File: src/rtl/csr_commit_pkg.sv
// Shared definitions for the CSR commit block: op encodings, exception codes,
// CSR indices, FSM states and the latched-op entry layout.
package csr_commit_pkg;

  typedef enum logic [2:0] {
    OP_NONE    = 3'd0,
    OP_CSRRD   = 3'd1,
    OP_CSRWR   = 3'd2,
    OP_CSRXCHG = 3'd3,
    OP_ERTN    = 3'd4,
    OP_SYSCALL = 3'd5,
    OP_BREAK   = 3'd6
  } op_e;

  localparam logic [5:0] ECODE_INT = 6'h00;
  localparam logic [5:0] ECODE_ADE = 6'h08;
  localparam logic [5:0] ECODE_SYS = 6'h0B;
  localparam logic [5:0] ECODE_BRK = 6'h0C;
  localparam logic [5:0] ECODE_INE = 6'h0D;

  localparam logic [13:0] CSR_CRMD   = 14'h0000;
  localparam logic [13:0] CSR_ERA    = 14'h0006;
  localparam logic [13:0] CSR_EENTRY = 14'h000C;

  typedef enum logic [1:0] {
    ST_IDLE   = 2'd0,
    ST_COMMIT = 2'd1,
    ST_DRAIN  = 2'd2
  } state_e;

  // One latched op. An accepted interrupt is folded into excp_vld/ecode/esub.
  typedef struct packed {
    logic [31:0] pc;
    logic [2:0]  op;
    logic [13:0] csr_num;
    logic [31:0] rd_val;
    logic [31:0] rj_val;
    logic        excp_vld;
    logic [5:0]  ecode;
    logic [2:0]  esub;
  } entry_t;

  // CSR access ops (read, write, exchange) that return the old value to a GPR.
  function automatic logic is_csr_op(input logic [2:0] op);
    return (op == OP_CSRRD) || (op == OP_CSRWR) || (op == OP_CSRXCHG);
  endfunction

endpackage

File: src/rtl/csr_commit_flush_fsm.sv
// Control half of csr_commit: IDLE/COMMIT/DRAIN sequencing, drain counter and
// the in_ready handshake. The datapath lives in the top.
module csr_commit_flush_fsm
  import csr_commit_pkg::*;
#(
  parameter int DRAIN_CYCLES = 3
) (
  input  logic clk,
  input  logic reset,
  input  logic in_valid,
  input  logic flush,      // COMMIT cycle is an exception or ertn
  output logic in_ready,
  output logic accept,     // op latched into the entry this cycle
  output logic commit      // entry is being committed this cycle
);

  localparam int CW = (DRAIN_CYCLES < 2) ? 1 : $clog2(DRAIN_CYCLES + 1);

  state_e        state_q, state_d;
  logic [CW-1:0] cnt_q, cnt_d;

  // State and drain counter registers; reset aborts any op in flight.
  always_ff @(posedge clk) begin
    if (reset) begin
      state_q <= ST_IDLE;
      cnt_q   <= '0;
    end else begin
      state_q <= state_d;
      cnt_q   <= cnt_d;
    end
  end

  // Next-state logic: COMMIT lasts exactly one cycle, DRAIN lasts DRAIN_CYCLES.
  always_comb begin
    state_d = state_q;
    cnt_d   = cnt_q;
    case (state_q)
      ST_IDLE: begin
        if (in_valid) state_d = ST_COMMIT;
      end
      ST_COMMIT: begin
        if (flush && (DRAIN_CYCLES != 0)) begin
          state_d = ST_DRAIN;
          cnt_d   = CW'(DRAIN_CYCLES);
        end else begin
          state_d = ST_IDLE;
        end
      end
      ST_DRAIN: begin
        if (cnt_q <= CW'(1)) begin
          state_d = ST_IDLE;
          cnt_d   = '0;
        end else begin
          cnt_d = cnt_q - CW'(1);
        end
      end
      default: begin
        state_d = ST_IDLE;
        cnt_d   = '0;
      end
    endcase
  end

  // Ops offered during DRAIN are handshaken but never latched.
  assign in_ready = (state_q != ST_COMMIT);
  assign accept   = (state_q == ST_IDLE) && in_valid;
  assign commit   = (state_q == ST_COMMIT);

endmodule

File: src/rtl/csr_commit.sv
// Writeback-side CSR/exception initiator. Latches one op, commits it in a
// single cycle (CSR access, ertn or exception), then drains younger ops.
// Optional feature: define CSR_COMMIT_INT_EN to sample has_int at accept and
// turn the op into an interrupt exception.
module csr_commit
  import csr_commit_pkg::*;
#(
  parameter int DRAIN_CYCLES = 3
) (
  input  logic        clk,
  input  logic        reset,
  input  logic        in_valid,
  output logic        in_ready,
  input  logic [31:0] in_pc,
  input  logic [2:0]  in_op,
  input  logic [13:0] in_csr_num,
  input  logic [31:0] in_rd_val,
  input  logic [31:0] in_rj_val,
  input  logic        in_excp_vld,
  input  logic [5:0]  in_excp_ecode,
  input  logic [2:0]  in_excp_esub,
  output logic        csr_we,
  output logic [13:0] csr_num,
  output logic [31:0] csr_wmask,
  output logic [31:0] csr_wdata,
  input  logic [31:0] csr_rdata,
  output logic        excp_flush,
  output logic        ertn_flush,
  output logic [5:0]  ecode,
  output logic [2:0]  esubcode,
  output logic [31:0] epc,
  input  logic [31:0] era,
  input  logic [31:0] eentry,
  input  logic        has_int,
  output logic        rf_we,
  output logic [31:0] rf_wdata,
  output logic        flush_req,
  output logic [31:0] flush_pc
);

  entry_t entry_q, entry_d;
  logic   accept, commit;
  logic   is_excp;

  csr_commit_flush_fsm #(.DRAIN_CYCLES(DRAIN_CYCLES)) u_fsm (
    .clk      (clk),
    .reset    (reset),
    .in_valid (in_valid),
    .flush    (flush_req),
    .in_ready (in_ready),
    .accept   (accept),
    .commit   (commit)
  );

  // Build the entry from the offered op; a pending interrupt overrides everything.
  always_comb begin
    entry_d          = '0;
    entry_d.pc       = in_pc;
    entry_d.op       = in_op;
    entry_d.csr_num  = in_csr_num;
    entry_d.rd_val   = in_rd_val;
    entry_d.rj_val   = in_rj_val;
    entry_d.excp_vld = in_excp_vld;
    entry_d.ecode    = in_excp_ecode;
    entry_d.esub     = in_excp_esub;
`ifdef CSR_COMMIT_INT_EN
    if (has_int) begin
      entry_d.excp_vld = 1'b1;
      entry_d.ecode    = ECODE_INT;
      entry_d.esub     = 3'd0;
    end
`endif
  end

`ifndef CSR_COMMIT_INT_EN
  logic unused_has_int;
  assign unused_has_int = has_int;
`endif

  // One-entry op register, written only on accept.
  always_ff @(posedge clk) begin
    if (reset) begin
      entry_q <= '0;
    end else if (accept) begin
      entry_q <= entry_d;
    end
  end

  assign is_excp = entry_q.excp_vld || (entry_q.op == OP_SYSCALL) || (entry_q.op == OP_BREAK);

  // Commit-cycle outputs in priority order: exception > ertn > CSR access.
  always_comb begin
    csr_we     = 1'b0;
    csr_num    = '0;
    csr_wmask  = '0;
    csr_wdata  = '0;
    excp_flush = 1'b0;
    ertn_flush = 1'b0;
    ecode      = '0;
    esubcode   = '0;
    epc        = '0;
    rf_we      = 1'b0;
    rf_wdata   = '0;
    flush_req  = 1'b0;
    flush_pc   = '0;
    if (commit) begin
      if (is_excp) begin
        excp_flush = 1'b1;
        flush_req  = 1'b1;
        epc        = entry_q.pc;
        flush_pc   = eentry;
        if (entry_q.excp_vld) begin
          ecode    = entry_q.ecode;
          esubcode = entry_q.esub;
        end else begin
          ecode    = (entry_q.op == OP_SYSCALL) ? ECODE_SYS : ECODE_BRK;
        end
      end else if (entry_q.op == OP_ERTN) begin
        ertn_flush = 1'b1;
        flush_req  = 1'b1;
        flush_pc   = era;
      end else if (is_csr_op(entry_q.op)) begin
        csr_num  = entry_q.csr_num;
        rf_we    = 1'b1;
        rf_wdata = csr_rdata;
        if (entry_q.op == OP_CSRWR) begin
          csr_we    = 1'b1;
          csr_wmask = 32'hFFFF_FFFF;
          csr_wdata = entry_q.rd_val;
        end else if (entry_q.op == OP_CSRXCHG) begin
          csr_we    = 1'b1;
          csr_wmask = entry_q.rj_val;
          csr_wdata = entry_q.rd_val;
        end
      end
    end
  end

endmodule

File: config.mk
export PLATFORM = sky130hd
export DESIGN_NAME = csr_commit
export DESIGN_NICKNAME = d
export VERILOG_FILES = /design/src/rtl/csr_commit_pkg.sv /design/src/rtl/csr_commit_flush_fsm.sv /design/src/rtl/csr_commit.sv
export SDC_FILE = /design/constraint.sdc
export NUM_CORES = 1
export LEC_CHECK = 0
export BUFFER_PORTS_ARGS = -buffer_cell sky130_fd_sc_hd__buf_2
export CAP_MARGIN = 20
export CORE_AREA = 4 4 157 159
export DETAILED_ROUTE_END_ITERATION = 12
export DIE_AREA = 0 0 161 163
export PLACE_DENSITY = 0.58
export SETUP_SLACK_MARGIN = 0.3
export SYNTH_ARGS = -nofsm -noshare
export SYNTH_HDL_FRONTEND = slang
export SYNTH_SLANG_ARGS = --single-unit
File: constraint.sdc
create_clock -name clk -period 2.93 [get_ports clk]
set_clock_uncertainty 0.05 [all_clocks]
set_input_delay 0 -clock clk [delete_from_list [all_inputs] [get_ports clk]]
set_output_delay 0 -clock clk [all_outputs]
set_load 0.02 [all_outputs]
# After elaboration in Yosys (flattened, before gate mapping)
# Cells that the tools add are included.
# totals
register_bits	127
output_inout_bits	189
# classes
n_lt_le_gt_ge	1
mux	56
reduce_logical	8
add_sub_neg	1
eq_ne	12
n_bitwise	1
# op_table
op	n
2-to-1 mux 32 bit	21
2-to-1 mux 14 bit	4
2-to-1 mux 6 bit	3
2-to-1 mux 1 bit	17
2-to-1 mux 3 bit	4
one-hot mux 2 bit (3 select lines)	2
2-to-1 mux 2 bit	5
== test 3 bit, second input constant	3
== test 3 x 2 -> 1 bit, second input constant	2
logical OR 1 bit	4
!= test 2 x 1 -> 1 bit, second input constant	2
!= test 2 bit, second input constant	2
AND reduction 2 bit	2
== test 3 x 1 -> 1 bit, second input constant	1
== test 2 x 1 -> 1 bit, second input constant	1
== test 2 bit, second input constant	1
<= comparator 2 x 1 -> 1 bit, second input constant	1
zero test 2 bit	1
subtractor 2 x 1 -> 2 bit, second input constant	1
logical AND 1 bit	1
NOT 1 bit	1

# Logic depth before layout (Yosys ltp)
# logic_depth
ltp_word	7
mapped_depth	8
mapped_depth_nobuf	6

# By module
# Synthesis repeated with hierarchy kept, for this count alone.
# unflattened
cells_unflattened	695
hier_area_um2	6202.2
# by_module_without_submodules
mod	cells_per_inst	seq_area_each_um2	n_inst	area_per_inst_um2
csr_commit	661	2462.4	1	5906.9
csr_commit_flush_fsm	34	80.1	1	295.3

# Least setup slack after synthesis
# OpenSTA, ideal clock, no wires.
# synth_path
path_type	register to output
from	register u_fsm.state_q[1]
to	output ecode[0]
path_buffers	2
arrival_time_ps	1604
stages_incl_launch_ff	7
slack_ps	1276
cell_sequence	dfxtp_1 > inv_1 > ha_1 > clkbuf_1 > buf_2 > inv_1 > a21oi_1
# synth_via
elab_chain_cells	2
# synth_lines
element	line_no	text
from (decl)	csr_commit_flush_fsm.sv:19	state_e state_q, state_d;
from (signal assigned)	csr_commit_flush_fsm.sv:28	state_q <= state_d;
== test 2 x 1 -> 1 bit	csr_commit_flush_fsm.sv:67	assign commit = (state_q == ST_COMMIT);
2-to-1 mux 6 bit	csr_commit.sv:106	if (commit) begin
to (decl)	csr_commit.sv:29	output logic [5:0] ecode,
# No other way between the ends.

# Worst setup path in the final report
# layout_path
from	register u_fsm.state_q[1]
to	output csr_wdata[4]
# layout_via
elab_chain_cells	2
# layout_lines
element	line_no	text
== test 2 x 1 -> 1 bit	csr_commit_flush_fsm.sv:67	
2-to-1 mux 32 bit	csr_commit.sv:106	
to (decl)	csr_commit.sv:25	output logic [31:0] csr_wdata,
# No other way between the ends.

==> metrics.cfg <==
[sta]
max_slew_margin = 0.502
max_freq_mhz = 405
layout_min_cycle_time_ns = 2.47
tightest_slew_ns = 0.747
setup_tns_ns = 0
rsz0062_at_grt = yes
hold_ws_ns = 0.0202
hold_violations = 0
setup_viol_count_final = 0
slew_violations = 0
fin_crit_sh = 0.842

[clocking]
cts_tree = yes
post_cts_buffers = 0
clock-root-buffer = clkbuf_16
cts-buffers-inserted = 17
clock_path_buffers = 2
cts_max_level = 4
cts.sinks = 127
insertion_delay_ns = 0.40
path_clk_slew_ns = 0.06

[die]
start_util = 0.264
rows = 56
die_w_um = 161
io_pins = 412
die-area_um2 = 26200
die_height_um = 163
core_area_um2 = 23300

[grt]
grt_max_degree = 76
grt_usage = 0.195
antenna_found_initial = 1
first_global_vias = 7523
gr-total-overflow = 0
grt_first_pass_wirelength_mm = 40.6

[layout]
nFillCells = 2397
fin_nets = 1551
fin_cells = 1658
final_area_um2 = 10300
area_growth_pct = 67.8
drive_above_1_share = 0.348
final_util = 0.442

[yosys]
yosysUniqueCellTypes = 35
async_reset_ff_frac = 0
synth-seq-cells = 127
yosysSeqAreaShare = 0.415
synth_top_cell_area_share = 0.415
synthesis.area_um2 = 6130
syn-instance-count = 833
synth_edf_count = 0
yosys.area.top_type = dfxtp_1
synthTopCellsByArea = dfxtp_1, nand2_1, a21oi_1
syn_avg_cell_area_um2 = 7.36
synth_flop_cell = dfxtp_1
syn_nets = 1059
yosysWarningCount = 0

[placed_design]
dpl_cell_area_um2 = 8380
place_hpwl_mm = 19.3
place_congestion = 0.821
dp_cells = 1500
port_buffers = 410

[routing]
firstDrtPassIters = 4
finalWirelength_mm = 27.3
ant_nets = 0
via_per_inst = 4.54
wl_per_cell_um = 16.4
drt_iter0_markers = 473
via_count = 7530
drc = 0

[worst_setup_path]
cp-end-kind = primary output
critPathLaunchType = flip-flop
arrival_ns = 2.42
worst-setup-path-type = reg -> out
worst-path-max-fanout = 17
r2r_slack_ns = 0.97
cp_data_required_time_ns = 2.88
reg2reg_depth = 6

[pwr]
ir_worst_vdd_v = 0.000356
pwr-share-seq = 0.372
power.density_nw_per_um2 = 496
leakagePower_nw = 5.16
p_comb_frac = 0.166
swShare = 0.262
pwr-share-clk = 0.461
power_switching_w = 0.00134
internal-power_w = 0.00376

[outcome]
outcome = complete, no violations

[hold_path]
whs_path_depth = 2
hold_class = in -> reg

[job]
cap_violations = 0

-- cells by family after synthesis --
logic type | count (synthesis) | synth area share
AND/OR/NAND/NOR | 384 | 0.296
AO/OA/AOI/OAI | 204 | 0.199
flip-flops | 127 | 0.415
buffers and inverters | 114 | 0.0835
adder cells (fa/ha/maj) | 3 | 0.00612
XOR/XNOR | 1 | 0.00143
-- per-stage QoR --
stage,setup WS (ns),power [W]
4_1_cts,0.362,0.00517
2_1_floorplan,1.28,0.00234
5_1_grt,0.295,0.00533
6_report,0.462,0.00510
3_3_place_gp,0.930,0.00265
3_5_place_dp,0.823,0.00266
-- worst max-delay path: stages, from the launching register on --
cell,delay [ns]
dfxtp_1,0.34
inv_1,0.08
ha_2,0.20
and2b_1,0.19
nand3b_1,0.33
clkinvlp_4,0.42
and2_1,0.29
buf_2,0.16
-- placed cells by master (no fill, tap or decap), types with 2 or more instances in the layout --
cell           instances
bufinv_16              5
buf_12                 3
nand2_1              250
clkbuf_16             17
ha_1                   2
clkinv_4               2
dlygate4sd3_1        124
clkinvlp_4             2
and3_1                38
nand2b_1               3
and2_1                80
inv_6                  3
inv_1                 37
o221ai_1               3
nor2_1                 2
dfxtp_1              127
a21oi_1              160
clkinv_2               3
a211oi_1               2
buf_4                 12
a32o_1                32
buf_2                409
-- cells in the mapped netlist (2+ instances only) --
master and count:
buf_1 5, nand2b_1 3, nor2_1 2, clkbuf_2 6, ha_1 3, and3_1 38, a21oi_1 160, buf_2 19
a32o_1 32, and2_1 81, inv_1 38, nand2_1 251, clkbuf_1 37, buf_6 5, o221ai_1 3, dfxtp_1 127
buf_4 4, a211oi_1 2
-- state kept, by name, indices dropped and copies added, names as in the netlist --
signal and flops:
entry_q 123, u_fsm.cnt_q 2, u_fsm.state_q 2
-- area by class of cell --
class / count / area, µm² / share of cell area
repair buffers: 548 / 3440 / 0.334
multi-input cells: 592 / 3100 / 0.301
flip-flops and latches: 127 / 2540 / 0.247
clock buffers: 19 / 443 / 0.0431
well taps: 319 / 399 / 0.0388
clock inverters: 13 / 209 / 0.0203
inverters: 38 / 146 / 0.0142
repair inverters: 1 / 7.51 / 0.000730
diodes: 1 / 2.50 / 0.000243
-- power by group through the flow --
stage               logic (W)  registers [W]  clock network (W)
floorplan            0.000427        0.00192                  0
global placement     0.000715        0.00193                  0
detailed placement   0.000720        0.00194                  0
CTS                  0.000856        0.00190            0.00241
global route         0.000940        0.00191            0.00248
finish               0.000848        0.00190            0.00235
-- per-layer routing --
| layer | GRT usage | vias to the layer above | wire [µm] |
|---|---|---|---|
| li1 | - | 3721 | - |
| met1 | 0.204 | 3491 | 9980 |
| met2 | 0.372 | 270 | 14600 |
| met3 | 0.0486 | 46 | 1750 |
| met4 | 0.0791 | 2 | 944 |
| met5 | 0 | - | 13 |
-- final timing paths --
path,endpoint,startpoint
min,entry_q[38]$_SDFFE_PP0P_,reset
max,csr_wdata[4],u_fsm.state_q[1]$_SDFFE_PP0P_
min reg2reg,entry_q[103]$_SDFFE_PP0P_,entry_q[103]$_SDFFE_PP0P_
max reg2reg,entry_q[32]$_SDFFE_PP0P_,u_fsm.state_q[1]$_SDFFE_PP0P_
-- what timing repair did --
action | CTS | global route
hold endpoints to repair | 125 | 0
resized for setup | 0 | 2
hold buffers | 124 | 0
setup endpoints to repair | 0 | 33
Note: power is estimated with default switching activity, not from simulation.
